--- config.mk ---
export PLATFORM = sky130hd
export DESIGN_NAME = buffer_writer_flat
export DESIGN_NICKNAME = d
export VERILOG_FILES = /design/src/rtl/buffer_pkg.sv /design/src/rtl/buffer_writer_if.sv /design/src/rtl/buffer_writer.sv /design/src/flat_wrapper.sv
export SDC_FILE = /design/constraint.sdc
export NUM_CORES = 1
export LEC_CHECK = 0
export CORE_AREA = 10 10 103 105
export CTS_BUF_LIST = sky130_fd_sc_hd__clkbuf_4
export DETAILED_ROUTE_END_ITERATION = 6
export DIE_AREA = 0 0 113 115
export DONT_BUFFER_PORTS = 1
export GPL_ROUTABILITY_DRIVEN = 0
export PLACE_DENSITY_LB_ADDON = 0.1
export SLEW_MARGIN = 25
export SYNTH_ARGS = -nofsm -noshare
export SYNTH_HDL_FRONTEND = slang
export SYNTH_SLANG_ARGS = --single-unit
export TNS_END_PERCENT = 100
--- constraint.sdc ---
create_clock -name clk -period 3.6 [get_ports clk]
set_input_delay 1.08 -clock clk [delete_from_list [all_inputs] [get_ports clk]]
set_output_delay 1.08 -clock clk [all_outputs]
set_load 0.02 [all_outputs]
--- src/rtl/buffer_pkg.sv ---
// Shared definitions for the byte-to-word buffer fill path.
// The target buffer and its writer both import these.
package buffer_pkg;

  typedef enum logic [1:0] {
    IDLE = 2'd0,
    FILL = 2'd1,
    DONE = 2'd2
  } state_e;

  localparam int BYTES_PER_WORD = 4;
  localparam int ADR_W          = 8;
  localparam int SIZE_DEFAULT   = 64;

endpackage

--- src/rtl/buffer_writer_if.sv ---
// Control, byte-stream and buffer-write signals of buffer_writer.
// Byte handshake: a byte (with in_last) transfers on a rising clk edge where in_valid && in_ready.
interface buffer_writer_if;
  logic        start;
  logic [7:0]  start_adr;
  logic [7:0]  len_words;
  logic        in_valid;
  logic        in_ready;
  logic [7:0]  in_data;
  logic        in_last;
  logic        wr_en;
  logic [7:0]  wr_adr;
  logic [31:0] wr_data;
  logic        busy;
  logic        done;
  logic [7:0]  words_written;
  logic [1:0]  state;

  modport slave (
    input  start, start_adr, len_words, in_valid, in_data, in_last,
    output in_ready, wr_en, wr_adr, wr_data, busy, done, words_written, state
  );

  modport master (
    output start, start_adr, len_words, in_valid, in_data, in_last,
    input  in_ready, wr_en, wr_adr, wr_data, busy, done, words_written, state
  );
endinterface

--- src/rtl/buffer_writer.sv ---
// Packs an incoming byte stream big-endian into 32-bit words and writes them
// to a circular buffer of SIZE bytes starting at a word-aligned address.
module buffer_writer
  import buffer_pkg::*;
#(
  parameter int SIZE = SIZE_DEFAULT
) (
  input  logic            clk,
  input  logic            rst_n,
  buffer_writer_if.slave  bus
);

  localparam logic [1:0] S_IDLE = IDLE;
  localparam logic [1:0] S_FILL = FILL;
  localparam logic [1:0] S_DONE = DONE;
  localparam logic [ADR_W-1:0] ADR_MASK = ADR_W'(SIZE - 1);
  localparam logic [ADR_W-1:0] WORD_STEP = ADR_W'(BYTES_PER_WORD);

  logic [1:0]       state_q, state_d;
  logic [1:0]       k_q, k_d;
  logic [31:0]      pack_q, pack_d;
  logic [ADR_W-1:0] adr_q, adr_d;
  logic [7:0]       len_q, len_d;
  logic [7:0]       cnt_q, cnt_d;
  logic             wr_en_q, wr_en_d;
  logic [ADR_W-1:0] wr_adr_q, wr_adr_d;
  logic [31:0]      wr_data_q, wr_data_d;
  logic             done_q, done_d;

  logic        hs;
  logic [31:0] pack_base;
  logic [31:0] lane_val;
  logic [31:0] pack_next;
  logic [1:0]  lane_inv;

  assign hs        = (state_q == S_FILL) && bus.in_valid;
  assign lane_inv  = 2'd3 - k_q;
  // Lane 0 starts a fresh word, so lanes not yet filled always read as 0x00.
  assign pack_base = (k_q == 2'd0) ? 32'h0 : pack_q;
  assign lane_val  = {24'h0, bus.in_data} << {lane_inv, 3'b000};
  assign pack_next = pack_base | lane_val;

  always_comb begin
    state_d   = state_q;
    k_d       = k_q;
    pack_d    = pack_q;
    adr_d     = adr_q;
    len_d     = len_q;
    cnt_d     = cnt_q;
    wr_en_d   = 1'b0;
    wr_adr_d  = wr_adr_q;
    wr_data_d = wr_data_q;
    done_d    = 1'b0;

    case (state_q)
      S_IDLE: begin
        if (bus.start) begin
          cnt_d = 8'd0;
          if (bus.len_words != 8'd0) begin
            adr_d   = {bus.start_adr[7:2], 2'b00} & ADR_MASK;
            len_d   = bus.len_words;
            k_d     = 2'd0;
            pack_d  = 32'h0;
            state_d = S_FILL;
          end else begin
            state_d = S_DONE;
            done_d  = 1'b1;
          end
        end
      end
      S_FILL: begin
        if (hs) begin
          pack_d = pack_next;
          k_d    = k_q + 2'd1;
          if (k_q == 2'd3 || bus.in_last) begin
            wr_en_d   = 1'b1;
            wr_adr_d  = adr_q;
            wr_data_d = pack_next;
            adr_d     = (adr_q + WORD_STEP) & ADR_MASK;
            cnt_d     = cnt_q + 8'd1;
            k_d       = 2'd0;
            // Final write lands in the DONE cycle together with the done pulse.
            if ((cnt_q + 8'd1 == len_q) || bus.in_last) begin
              state_d = S_DONE;
              done_d  = 1'b1;
            end
          end
        end
      end
      S_DONE:  state_d = S_IDLE;
      default: state_d = S_IDLE;
    endcase
  end

  always_ff @(posedge clk) begin
    if (!rst_n) begin
      state_q   <= S_IDLE;
      k_q       <= 2'd0;
      pack_q    <= 32'h0;
      adr_q     <= '0;
      len_q     <= 8'd0;
      cnt_q     <= 8'd0;
      wr_en_q   <= 1'b0;
      wr_adr_q  <= '0;
      wr_data_q <= 32'h0;
      done_q    <= 1'b0;
    end else begin
      state_q   <= state_d;
      k_q       <= k_d;
      pack_q    <= pack_d;
      adr_q     <= adr_d;
      len_q     <= len_d;
      cnt_q     <= cnt_d;
      wr_en_q   <= wr_en_d;
      wr_adr_q  <= wr_adr_d;
      wr_data_q <= wr_data_d;
      done_q    <= done_d;
    end
  end

  assign bus.in_ready      = (state_q == S_FILL);
  assign bus.busy          = (state_q != S_IDLE);
  assign bus.wr_en         = wr_en_q;
  assign bus.wr_adr        = wr_adr_q;
  assign bus.wr_data       = wr_data_q;
  assign bus.done          = done_q;
  assign bus.words_written = cnt_q;
  assign bus.state         = state_q;

endmodule

--- src/flat_wrapper.sv ---
// flat-port wrapper written by rule: the top's interface ports become plain ports
module buffer_writer_flat import buffer_pkg::*;
#(
  parameter int SIZE = SIZE_DEFAULT
)
  (clk, rst_n, bus_start, bus_start_adr, bus_len_words, bus_in_valid, bus_in_data, bus_in_last, bus_in_ready, bus_wr_en, bus_wr_adr, bus_wr_data, bus_busy, bus_done, bus_words_written, bus_state);
  buffer_writer_if bus_i ();
  input  logic clk;
  input  logic rst_n;
  input wire logic [$bits(bus_i.start)-1:0] bus_start;
  input wire logic [$bits(bus_i.start_adr)-1:0] bus_start_adr;
  input wire logic [$bits(bus_i.len_words)-1:0] bus_len_words;
  input wire logic [$bits(bus_i.in_valid)-1:0] bus_in_valid;
  input wire logic [$bits(bus_i.in_data)-1:0] bus_in_data;
  input wire logic [$bits(bus_i.in_last)-1:0] bus_in_last;
  output wire logic [$bits(bus_i.in_ready)-1:0] bus_in_ready;
  output wire logic [$bits(bus_i.wr_en)-1:0] bus_wr_en;
  output wire logic [$bits(bus_i.wr_adr)-1:0] bus_wr_adr;
  output wire logic [$bits(bus_i.wr_data)-1:0] bus_wr_data;
  output wire logic [$bits(bus_i.busy)-1:0] bus_busy;
  output wire logic [$bits(bus_i.done)-1:0] bus_done;
  output wire logic [$bits(bus_i.words_written)-1:0] bus_words_written;
  output wire logic [$bits(bus_i.state)-1:0] bus_state;
  assign bus_i.start = bus_start;
  assign bus_i.start_adr = bus_start_adr;
  assign bus_i.len_words = bus_len_words;
  assign bus_i.in_valid = bus_in_valid;
  assign bus_i.in_data = bus_in_data;
  assign bus_i.in_last = bus_in_last;
  assign bus_in_ready = bus_i.in_ready;
  assign bus_wr_en = bus_i.wr_en;
  assign bus_wr_adr = bus_i.wr_adr;
  assign bus_wr_data = bus_i.wr_data;
  assign bus_busy = bus_i.busy;
  assign bus_done = bus_i.done;
  assign bus_words_written = bus_i.words_written;
  assign bus_state = bus_i.state;
  buffer_writer #(.SIZE(SIZE)) u_core (.clk(clk), .rst_n(rst_n), .bus(bus_i));
endmodule
==> impl_metrics.ini <==
[critical_path]
startpoint_type = register
cp_max_fo = 11
rr_worst_depth = 6
ff2ff_setup_slack_ns = 1.16
cp.arrival_ns = 1.70
worst_ep_required_time_ns = 2.52
worstSetupEndpointType = output port
reg2reg_to = u_core.bus.wr_data[23]
reg2reg_from = u_core.bus.state[0]
crit_type = reg -> out

[cts]
cts-root-buf = clkbuf_4
path_clk_slew_ns = 0.14
cts_setup_buffers = 0
cts_sinks = 94
postCtsHoldBufs = 0
clk_path_buf_depth = 2
cts_buffers = 9
cts_resized = 0
clk_latency_ns = 0.43
h-tree-depth = 3
cts_tree = built

[sta]
setup_viol_count_final = 0
final_max_slew_viol_count = 0
rsz0062_at_grt = no
final_hold_viol_count = 0
fin_crit_sh_pct = 77.3
worstMarginPinSlew_ns = 0.683
timing.fmax_ghz = 0.359
slew_headroom_pct = 54.3
fin_skew_ns = 0.0156
tns_ns = 0
worst_hold_slack_ns = 0.473
min_period_ns = 2.78

[place]
dp_hpwl_um = 6870
io_buffers = 0

[cells_and_area]
fillCellCount = 822
layout_commonest_cell = dfxtp_1
n_antenna_cell = 0
seqCellArea_um2 = 1880
mostFrequentLayoutCells = 94 x dfxtp_1, 53 x nand2_1, 43 x nor2b_1, 39 x nand3_1, 38 x a21oi_1
multiInputGateArea_um2 = 2270
fin_nets = 497
drive_gt1_share_pct = 6.84
area_growth_pct = 3.33

[floorplan]
rows = 34
io_pins = 83
start_util_pct = 50.9
die_w_um = 113
core_um2 = 8550
die_y_um = 115
die_area_um2 = 13000

[logic_synthesis]
async_flop_share_pct = 0
yosysUniqueCellTypes = 56
synthMuxAreaShare_pct = 2.07
yosys.area_share.simple_pct = 21.9
postSynthAreaPerCell_um2 = 8.93
syn_area_um2 = 4360
yosys_warnings = 0
synth-edff-count = 0
netlist_instances = 488
synth_ff_type = dfxtp_1
synthAdderAreaFrac_pct = 1.15
synth_compound_area_share_pct = 24.6
ys_seq_area_share_pct = 43.2
synthXorXnorAreaFrac_pct = 1.81
synth_top_family_by_area = compound AO/OA/AOI/OAI gates
ys_ff_latch = 94

[global_routing]
overflow = 0
grt_max_degree = 91
grt_pass1_wl_um = 16400
grt.total_usage_pct = 15.1
grt_pass1_vias = 3095
antenna_found_initial = 0

[pwr]
cellLeakagePower_nw = 1.87
power.density_nw_per_um2 = 463
ir_worst_vdd_mv = 0.210

[detailed_routing]
totalWireLength_um = 10100
vias = 3335
drt_iter0_markers = 285
vias_per_cell = 5.79
avgRoutedWirePerCell_um = 17.6
drc = 0
dr.pass1.iters = 5
drtAntennaViolNets = 0

[status]
status = finished clean

[hold_path]
worstHoldPathType = reg -> reg
min_from = u_core.pack_q[11]
holdPathEnd = u_core.pack_q[11]
whs_path_depth = 2

[run]
maxCapViolCount = 0
## through the flow
stage | power (mW) | instance area, um^2 | util (%) | setup slack [ns] | std cells
CTS | 2.12 | 4500 | 52.6 | 0.776 | 576
detailed placement | 1.47 | 4340 | 50.7 | 0.885 | 561
global placement | 1.47 | 4340 | 50.7 | 0.926 | 561
floorplan | 1.43 | 4370 | - | 1.35 | 491
global route | 2.19 | 4500 | 52.6 | 0.642 | 576
finish | 2.09 | 4500 | 52.6 | 0.816 | 576
## cell type report
type	instances	share of cell area [%]
Clock buffer	9	1.50
Clock inverter	6	2.09
Inverter	7	0.584
Multi-Input combinational cell	348	50.3
Sequential cell	94	41.8
Tap cell	108	3.00
Timing Repair Buffer	4	0.667
## worst max path at each step
stage	startpoint	endpoint	slack (ns)	depth (start not counted)
detailed placement	bus_len_words[3]	u_core.k_q[1]	0.89	5
global route	u_core.bus.state[0]	bus_in_ready	0.64	2
floorplan	bus_len_words[7]	u_core.pack_q[10]	1.35	7
finish	u_core.bus.state[0]	bus_in_ready	0.82	2
global placement	bus_len_words[3]	u_core.k_q[1]	0.93	5
CTS	u_core.bus.state[0]	bus_in_ready	0.78	2
## power breakdown
part / internal, mW / switching [mW]
clock: 0.284 / 0.357
combinational: 0.0923 / 0.180
sequential: 1.09 / 0.0806
## worst max-delay path: stages, from the launching register on
cell,delay (ns)
dfxtp_1,0.61
nand2b_1,0.33
inv_2,0.34
## synth_stat cells, drive strengths merged, types with 2 or more instances
master  count  share of area [%]
a21boi     12                2.1
a21oi      39                4.6
a31oi       2               0.29
and2        4               0.57
and3        2               0.29
buf        17                2.4
clkbuf     25                2.2
dfxtp      94                 43
ha          4                1.1
inv         7               0.60
mux2i       9                2.1
nand2      53                4.6
nand2b      3               0.43
nand3      40                4.7
nand3b      2               0.63
nand4       3               0.78
nor2       14                1.2
nor2b      43                6.2
nor3        3               0.34
nor4        3               0.86
o211a      32                7.4
o21ai      12                1.5
o311ai      2               0.57
o31a        2               0.40
o31ai      34                5.9
o41ai       2               0.40
or2         2               0.29
xnor2       5                1.0
xor2        4               0.80
## cell families after synthesis
logic type / after synthesis
fa+ha+maj: 4
simple gates: 177
flops: 94
compound gates: 145
mux: 9
xor+xnor: 9
buf+inv: 49
other cells: 1
## registers in the layout (all words and copies together) (netlist names)
signal / cells
u_core.bus.wr_data: 32
u_core.pack_q: 32
u_core.bus.words_written: 8
u_core.len_q: 8
u_core.adr_q: 4
u_core.bus.wr_adr: 4
u_core.bus.state: 2
u_core.k_q: 2
u_core.bus.done: 1
u_core.bus.wr_en: 1
## layer usage
layer | global-route usage [%] | vias up | wire, um
li1 | - | 1696 | -
met1 | 19.2 | 1556 | 4570
met2 | 23.4 | 78 | 4650
met3 | 6.25 | 5 | 852
met4 | 3.64 | 0 | 70
met5 | 0 | - | 0
Power figures use the tool's default switching activity.
